[config.mk]
export PLATFORM = sky130hd
export DESIGN_NAME = uart_tx_scheduler_flat
export DESIGN_NICKNAME = d
export VERILOG_FILES = /design/src/rtl/uart_pkg.sv /design/src/rtl/uart_tx_scheduler_if.sv /design/src/rtl/rr_arbiter.sv /design/src/rtl/uart_tx_scheduler.sv /design/src/flat_wrapper.sv
export SDC_FILE = /design/constraint.sdc
export NUM_CORES = 1
export LEC_CHECK = 0
export ABC_AREA = 0
export CORE_UTILIZATION = 45
export CTS_CLUSTER_SIZE = 24
export DETAILED_ROUTE_END_ITERATION = 10
export PLACE_DENSITY = 0.76
export SYNTH_ARGS = -nofsm -noshare
export SYNTH_HDL_FRONTEND = slang
export SYNTH_SLANG_ARGS = --single-unit
[constraint.sdc]
create_clock -name clk -period 6 [get_ports clk]
set_clock_uncertainty 0.15 [all_clocks]
set_input_delay 1.2 -clock clk [delete_from_list [all_inputs] [get_ports clk]]
set_output_delay 1.2 -clock clk [all_outputs]
set_load 0.005 [all_outputs]
[src/rtl/uart_pkg.sv]
// Shared types and defaults for the UART transmit scheduler.
// Holds the FSM state type and width helpers used by the scheduler slice.
package uart_pkg;

    typedef enum logic [2:0] {
        S_IDLE,
        S_START,
        S_WAIT_ACK,
        S_WAIT_DONE,
        S_GAP
    } sched_state_t;

    localparam int GAP_CLOCKS_DEF  = 16;
    localparam int ACK_TIMEOUT_DEF = 8;

    function automatic int id_w(input int n);
        return (n > 2) ? $clog2(n) : 1;
    endfunction

    function automatic int cnt_w(input int gap, input int ack);
        int m;
        m = (gap > ack) ? gap : ack;
        return (m > 0) ? $clog2(m + 1) : 1;
    endfunction

endpackage

[src/rtl/uart_tx_scheduler_if.sv]
// Requester handshake and transmitter bundle for the UART scheduler.
// slave is the scheduler side; master is the requesters plus transmitter.
interface uart_tx_scheduler_if #(
    parameter int NUM_REQ = 4
);
    localparam int IDW = uart_pkg::id_w(NUM_REQ);

    logic [NUM_REQ-1:0]   req_valid;
    logic [8*NUM_REQ-1:0] req_data;
    logic [NUM_REQ-1:0]   req_last;
    logic [NUM_REQ-1:0]   req_ready;
    logic [7:0]           tx_data;
    logic                 tx_data_en;
    logic                 tx_busy;
    logic [IDW-1:0]       grant_id;
    logic                 sched_busy;
    logic                 err_timeout;

    modport slave (
        input  req_valid, req_data, req_last, tx_busy,
        output req_ready, tx_data, tx_data_en, grant_id,
        output sched_busy, err_timeout
    );

    modport master (
        output req_valid, req_data, req_last, tx_busy,
        input  req_ready, tx_data, tx_data_en, grant_id,
        input  sched_busy, err_timeout
    );

endinterface

[src/rtl/rr_arbiter.sv]
// Combinational round-robin arbiter with an optional single-requester lock.
// Searches upward from last+1 with wrap; a lock restricts the grant to mask_id.
module rr_arbiter
    import uart_pkg::*;
#(
    parameter int NUM_REQ = 4
) (
    input  logic [NUM_REQ-1:0]          req,
    input  logic                        mask_en,
    input  logic [id_w(NUM_REQ)-1:0]    mask_id,
    input  logic [id_w(NUM_REQ)-1:0]    last,
    output logic [NUM_REQ-1:0]          gnt
);
    localparam int IDW = id_w(NUM_REQ);

    logic [IDW-1:0] idx;
    logic           found;

    always_comb begin
        gnt   = '0;
        idx   = '0;
        found = 1'b0;
        if (mask_en) begin
            gnt[mask_id] = req[mask_id];
        end else begin
            for (int k = 1; k <= NUM_REQ; k++) begin
                idx = IDW'((int'(last) + k) % NUM_REQ);
                if (!found && req[idx]) begin
                    gnt[idx] = 1'b1;
                    found    = 1'b1;
                end
            end
        end
    end

endmodule

[src/rtl/uart_tx_scheduler.sv]
// Shares one UART byte transmitter between NUM_REQ requesters, round robin,
// with message locking, busy tracking, ack timeout and an inter-frame gap.
module uart_tx_scheduler
    import uart_pkg::*;
#(
    parameter int NUM_REQ     = 4,
    parameter int GAP_CLOCKS  = GAP_CLOCKS_DEF,
    parameter int ACK_TIMEOUT = ACK_TIMEOUT_DEF
) (
    input  logic               clk,
    input  logic               rst,
    uart_tx_scheduler_if.slave bus
);
    localparam int IDW = id_w(NUM_REQ);
    localparam int CW  = cnt_w(GAP_CLOCKS, ACK_TIMEOUT);

    sched_state_t       state;
    logic               locked;
    logic [IDW-1:0]     last;
    logic [IDW-1:0]     grant_id;
    logic [CW-1:0]      cnt;
    logic [7:0]         tx_data;
    logic               tx_data_en;
    logic               err_timeout;
    logic [NUM_REQ-1:0] gnt;
    logic [NUM_REQ-1:0] ready;
    logic [IDW-1:0]     win_id;
    logic [7:0]         win_data;
    logic               win_last;
    logic               xfer;

    rr_arbiter #(
        .NUM_REQ(NUM_REQ)
    ) u_arb (
        .req    (bus.req_valid),
        .mask_en(locked),
        .mask_id(grant_id),
        .last   (last),
        .gnt    (gnt)
    );

    always_comb begin
        win_id   = '0;
        win_data = '0;
        win_last = 1'b0;
        for (int i = 0; i < NUM_REQ; i++) begin
            if (gnt[i]) begin
                win_id   = IDW'(i);
                win_data = bus.req_data[8*i +: 8];
                win_last = bus.req_last[i];
            end
        end
    end

    // Ready is only offered while idle, and never while reset is held.
    assign ready = (state == S_IDLE && !rst) ? gnt : '0;
    assign xfer  = |(ready & bus.req_valid);

    always_ff @(posedge clk or posedge rst) begin
        if (rst) begin
            state       <= S_IDLE;
            locked      <= 1'b0;
            last        <= IDW'(NUM_REQ - 1);
            grant_id    <= '0;
            cnt         <= '0;
            tx_data     <= 8'h00;
            tx_data_en  <= 1'b1;
            err_timeout <= 1'b0;
        end else begin
            tx_data_en  <= 1'b1;
            err_timeout <= 1'b0;
            unique case (state)
                S_IDLE: begin
                    if (xfer) begin
                        tx_data    <= win_data;
                        grant_id   <= win_id;
                        last       <= win_id;
                        locked     <= ~win_last;
                        tx_data_en <= 1'b0;
                        state      <= S_START;
                    end
                end
                S_START: begin
                    cnt   <= '0;
                    state <= S_WAIT_ACK;
                end
                S_WAIT_ACK: begin
                    if (bus.tx_busy) begin
                        state <= S_WAIT_DONE;
                    end else if (cnt >= CW'(ACK_TIMEOUT - 1)) begin
                        err_timeout <= 1'b1;
                        locked      <= 1'b0;
                        state       <= S_IDLE;
                    end else if (cnt != '1) begin
                        cnt <= cnt + 1'b1;
                    end
                end
                S_WAIT_DONE: begin
                    if (!bus.tx_busy) begin
                        if (GAP_CLOCKS == 0) begin
                            state <= S_IDLE;
                        end else begin
                            cnt   <= CW'(GAP_CLOCKS);
                            state <= S_GAP;
                        end
                    end
                end
                S_GAP: begin
                    // Loaded on the busy-low edge, so the gap spans GAP_CLOCKS cycles.
                    if (cnt <= CW'(1)) begin
                        state <= S_IDLE;
                    end else begin
                        cnt <= cnt - 1'b1;
                    end
                end
                default: state <= S_IDLE;
            endcase
        end
    end

    assign bus.req_ready   = ready;
    assign bus.tx_data     = tx_data;
    assign bus.tx_data_en  = tx_data_en;
    assign bus.grant_id    = grant_id;
    assign bus.sched_busy  = (state != S_IDLE) || locked;
    assign bus.err_timeout = err_timeout;

endmodule
[src/flat_wrapper.sv]
// flat-port wrapper written by rule: the top's interface ports become plain ports
module uart_tx_scheduler_flat import uart_pkg::*;
#(
    parameter int NUM_REQ     = 4,
    parameter int GAP_CLOCKS  = GAP_CLOCKS_DEF,
    parameter int ACK_TIMEOUT = ACK_TIMEOUT_DEF
)
  (clk, rst, bus_req_valid, bus_req_data, bus_req_last, bus_tx_busy, bus_req_ready, bus_tx_data, bus_tx_data_en, bus_grant_id, bus_sched_busy, bus_err_timeout);
  uart_tx_scheduler_if #(.NUM_REQ(NUM_REQ)) bus_i ();
  input  logic clk;
  input  logic rst;
  input wire logic [$bits(bus_i.req_valid)-1:0] bus_req_valid;
  input wire logic [$bits(bus_i.req_data)-1:0] bus_req_data;
  input wire logic [$bits(bus_i.req_last)-1:0] bus_req_last;
  input wire logic [$bits(bus_i.tx_busy)-1:0] bus_tx_busy;
  output wire logic [$bits(bus_i.req_ready)-1:0] bus_req_ready;
  output wire logic [$bits(bus_i.tx_data)-1:0] bus_tx_data;
  output wire logic [$bits(bus_i.tx_data_en)-1:0] bus_tx_data_en;
  output wire logic [$bits(bus_i.grant_id)-1:0] bus_grant_id;
  output wire logic [$bits(bus_i.sched_busy)-1:0] bus_sched_busy;
  output wire logic [$bits(bus_i.err_timeout)-1:0] bus_err_timeout;
  assign bus_i.req_valid = bus_req_valid;
  assign bus_i.req_data = bus_req_data;
  assign bus_i.req_last = bus_req_last;
  assign bus_i.tx_busy = bus_tx_busy;
  assign bus_req_ready = bus_i.req_ready;
  assign bus_tx_data = bus_i.tx_data;
  assign bus_tx_data_en = bus_i.tx_data_en;
  assign bus_grant_id = bus_i.grant_id;
  assign bus_sched_busy = bus_i.sched_busy;
  assign bus_err_timeout = bus_i.err_timeout;
  uart_tx_scheduler #(.NUM_REQ(NUM_REQ), .GAP_CLOCKS(GAP_CLOCKS), .ACK_TIMEOUT(ACK_TIMEOUT)) u_core (.clk(clk), .rst(rst), .bus(bus_i));
endmodule
==> run_results.csv <==
group,metric,value,unit
synth,avgSynthCellArea,9.49,sq um
setup_path,worstSetupEndpointType,"output port",
route,dr.pass1.iters,4,
placed_design,io_buffer_count,59,
sta,clock.fmax,185,MHz
floorplanning,rows,24,
synth,synthDistinctLibCells,61,
route,drt-total-wl,5040,um
synth,synthesis.nets,273,
flow_run,max_cap_viol_count,0,
pwr,leakage,1.06,nW
setup_path,crit_chain,"clkdlybuf4s50_1, mux4_2, or4b_4, o2111ai_4, and2_1, inv_2, nor2_1, clkdlybuf4s50_1",
route,drc_errors,0,
setup_path,slowest_delay,0.62,ns
setup_path,worstPathRequired,4.65,ns
layout,insertedDiodeCount,0,
clock_tree,cts_hold_buf,0,
clock_tree,cts.sinks,23,
floorplanning,top_level_ports,60,
pwr,irDropWorstVdd,0.000269,V
pwr,pwr-share-seq,0.228,
route,drt_first_iter_violations,93,
setup_path,path_buf_inv,3,
clock_tree,cts_buffer_depth,2,
synth,synth_edf_count,0,
global_route,grt_usage,0.208,
floorplanning,core,4380,sq um
synth,synthCells,218,
synth,yosysWarnings,0,
sta,worst_slack,0.599,ns
setup_path,critPathMaxFanout,10,
clock_tree,cts_made_buffers,3,
clock_tree,cts_tree,"done",
placed_design,post-place-ws,0.632,ns
synth,synth-async-reset-ratio,1.00,
global_route,grt_max_degree,24,
route,wl_per_cell,15.5,um
synth,syn_area,2070,sq um
placed_design,hpwl,3970,um
setup_path,cpMostUsedCell,"clkdlybuf4s50_1",
global_route,grt_pass1_vias,1803,
sta,timing.setup.tns,0,ns
sta,relSlewSlack,0.442,
pwr,power_density,526,nW/um^2
setup_path,arrival,4.05,ns
sta,period_share,0.900,
pwr,comb_power_share,0.707,
sta,worstMarginPinSlew,0.836,ns
clock_tree,clk_latency,0.26,ns
sta,setup_viol_count_final,0,
layout,multiInputGateArea,1340,sq um
setup_path,crit_slowest_cell,"mux4_2",
hold_path,min_path_type,"flop to flop",
floorplanning,start_util,0.472,
clock_tree,htreeDepth,1,
layout,layout.nets,329,
layout,n_fill_cell,380,
sta,fin_crit,5.40,ns
global_route,antenna_found_initial,0,
clock_tree,clk_pin_slew_worst_paths,0.07,ns
floorplanning,die_w,69.8,um
pwr,clkPwrFrac,0.065,
pwr,p_int,749,uW
synth,ys_seq_elements,23,
sta,finalHoldViolations,0,
setup_path,startpoint_type,"input port",
synth,ys_seq_area_frac,0.280,
run_status,status,"complete, no violations",
route,dr_total_vias,1904,
setup_path,crit_family,"buffers and inverters",
global_route,grt_pass1_wl,8400,um
route,vias_per_cell,5.86,
synth,synthFlopType,"dfrtp_1",
pwr,p_sw,678,uW
clock_tree,post_cts_buffers,0,
sta,drv_slew,0,
route,ant_nets,0,
floorplanning,die_h,69.8,um
layout,regArea,579,sq um
placed_design,gp_congestion,0.886,
layout,drive_gt1_frac,0.165,
layout,area_delta_synth_final,31.0,%
clock_tree,clk_root_buffer_cell,"clkbuf_8",
clock_tree,cts_resized,0,
pwr,p_sw_frac,0.475,
setup_path,crit_type,"input port to output port",
global_route,grt_overflow,0,
floorplanning,die-area,4870,sq um
sta,rsz0062_at_grt,"no",
-- metrics by stage --
stage | instance area, sq um | util | std cells | total power, mW | hold WS, ns
2_1_floorplan | 2070 | - | 218 | 1.06 | 0.351
3_3_place_gp | 2670 | 0.608 | 321 | 1.32 | 0.392
3_5_place_dp | 2670 | 0.608 | 321 | 1.33 | 0.397
4_1_cts | 2710 | 0.618 | 325 | 1.43 | 0.418
5_1_grt | 2710 | 0.618 | 325 | 1.55 | 0.438
6_report | 2710 | 0.618 | 325 | 1.43 | 0.416
-- worst reg2reg max path: cells and delay by family, from the launching register on --
family                   cells  cell delay (ns)
AO/OA/AOI/OAI                4             0.93
adder cells (fa/ha/maj)      1             0.36
buffers and inverters        2             0.50
flip-flops                   1             0.67
multiplexers                 1             0.41
AND/OR/NAND/NOR              2             0.61
-- worst paths after layout --
path	slack [ns]	depth (start not counted)	startpoint	end
max	0.60	8	bus_req_valid[1]	bus_req_ready[1]
min	0.42	2	u_core.bus.tx_data[7]	u_core.bus.tx_data[7]
max reg2reg	2.30	10	u_core.last[0]	u_core.bus.tx_data[3]
min reg2reg	0.42	2	u_core.bus.tx_data[7]	u_core.bus.tx_data[7]
max in group asynchronous	3.89	2	rst	u_core.bus.tx_data[6]
min in group asynchronous	1.29	2	rst	u_core.cnt[4]
-- area by class of cell --
class	count	share of cell area
Multi-Input combinational cell	167	0.496
Timing Repair Buffer	61	0.223
Sequential cell	23	0.214
Inverter	18	0.0268
Tap cell	52	0.0240
Clock buffer	4	0.0166
-- kinds of logic (layout without fill, tap and decap cells) --
group / Yosys count / count (layout) / synth area share
AO/OA/AOI/OAI: 79 / 79 / 0.332
adder cells (fa/ha/maj): 12 / 12 / 0.0725
buffers and inverters: 28 / 83 / 0.0707
flip-flops: 23 / 23 / 0.280
multiplexers: 5 / 5 / 0.0484
AND/OR/NAND/NOR: 71 / 71 / 0.196
-- synth_stat cells, types with 2 or more instances --
cell type	n	share of area
nor2b_1	2	0.0060
a22oi_1	2	0.0073
ha_1	12	0.073
nand2_1	14	0.025
nand3_1	2	0.0048
a221o_1	10	0.048
a211oi_1	3	0.011
nand3b_1	3	0.011
a22o_1	3	0.013
mux4_2	4	0.044
nor3_1	5	0.012
nor2_2	9	0.027
or2_2	2	0.0060
a21oi_1	15	0.036
o21ai_0	5	0.012
clkbuf_1	5	0.0091
and2_1	5	0.015
or3b_1	3	0.013
dfstp_2	3	0.038
inv_1	16	0.029
nor2_1	15	0.027
a21boi_2	3	0.016
o211ai_1	10	0.036
a31oi_2	8	0.048
a31oi_1	2	0.0060
buf_6	2	0.011
dfrtp_1	20	0.24
and3_1	2	0.0060
-- sequential cells by signal (all words and copies together) (netlist names) --
| name | count |
|---|---|
| u_core.bus.tx_data_en | 1 |
| u_core.bus.tx_data | 8 |
| u_core.last | 2 |
| u_core.state | 3 |
| u_core.cnt | 5 |
| u_core.locked | 1 |
| u_core.bus.err_timeout | 1 |
| u_core.bus.grant_id | 2 |
-- cell usage in the layout (no fill, tap or decap), drive strengths merged, types with 2 or more instances in the layout --
cell           instances
nor3                   5
clkbuf                 4
nand2                 14
a211oi                 3
or4b                   2
and3                   2
dfstp                  3
a22o                   3
inv                   18
nand3                  2
a22oi                  3
and2                   5
clkdlybuf4s50         59
or2                    2
a31oi                 11
nor2                  24
o211ai                10
nor2b                  2
or3b                   3
ha                    12
nand3b                 3
o31ai                  2
dfrtp                 20
a21oi                 15
mux4                   4
a221o                 10
buf                    2
a21boi                 4
o21ai                  5
-- layer usage --
metal / global-route usage / part of all wire
met1: 0.303 / 0.50
met2: 0.331 / 0.47
met3: 0.0291 / 0.031
met4: 0.0378 / 0.0048
met5: 0 / 0
-- power groups by stage --
stage	Sequential (mW)	Clock [mW]	Combinational, mW
finish	0.325	0.0932	1.01
global route	0.339	0.102	1.11
CTS	0.324	0.0951	1.01
detailed placement	0.326	0	1.00
global placement	0.325	0	0.993
floorplan	0.291	0	0.770
(Power assumes the default switching activity.)
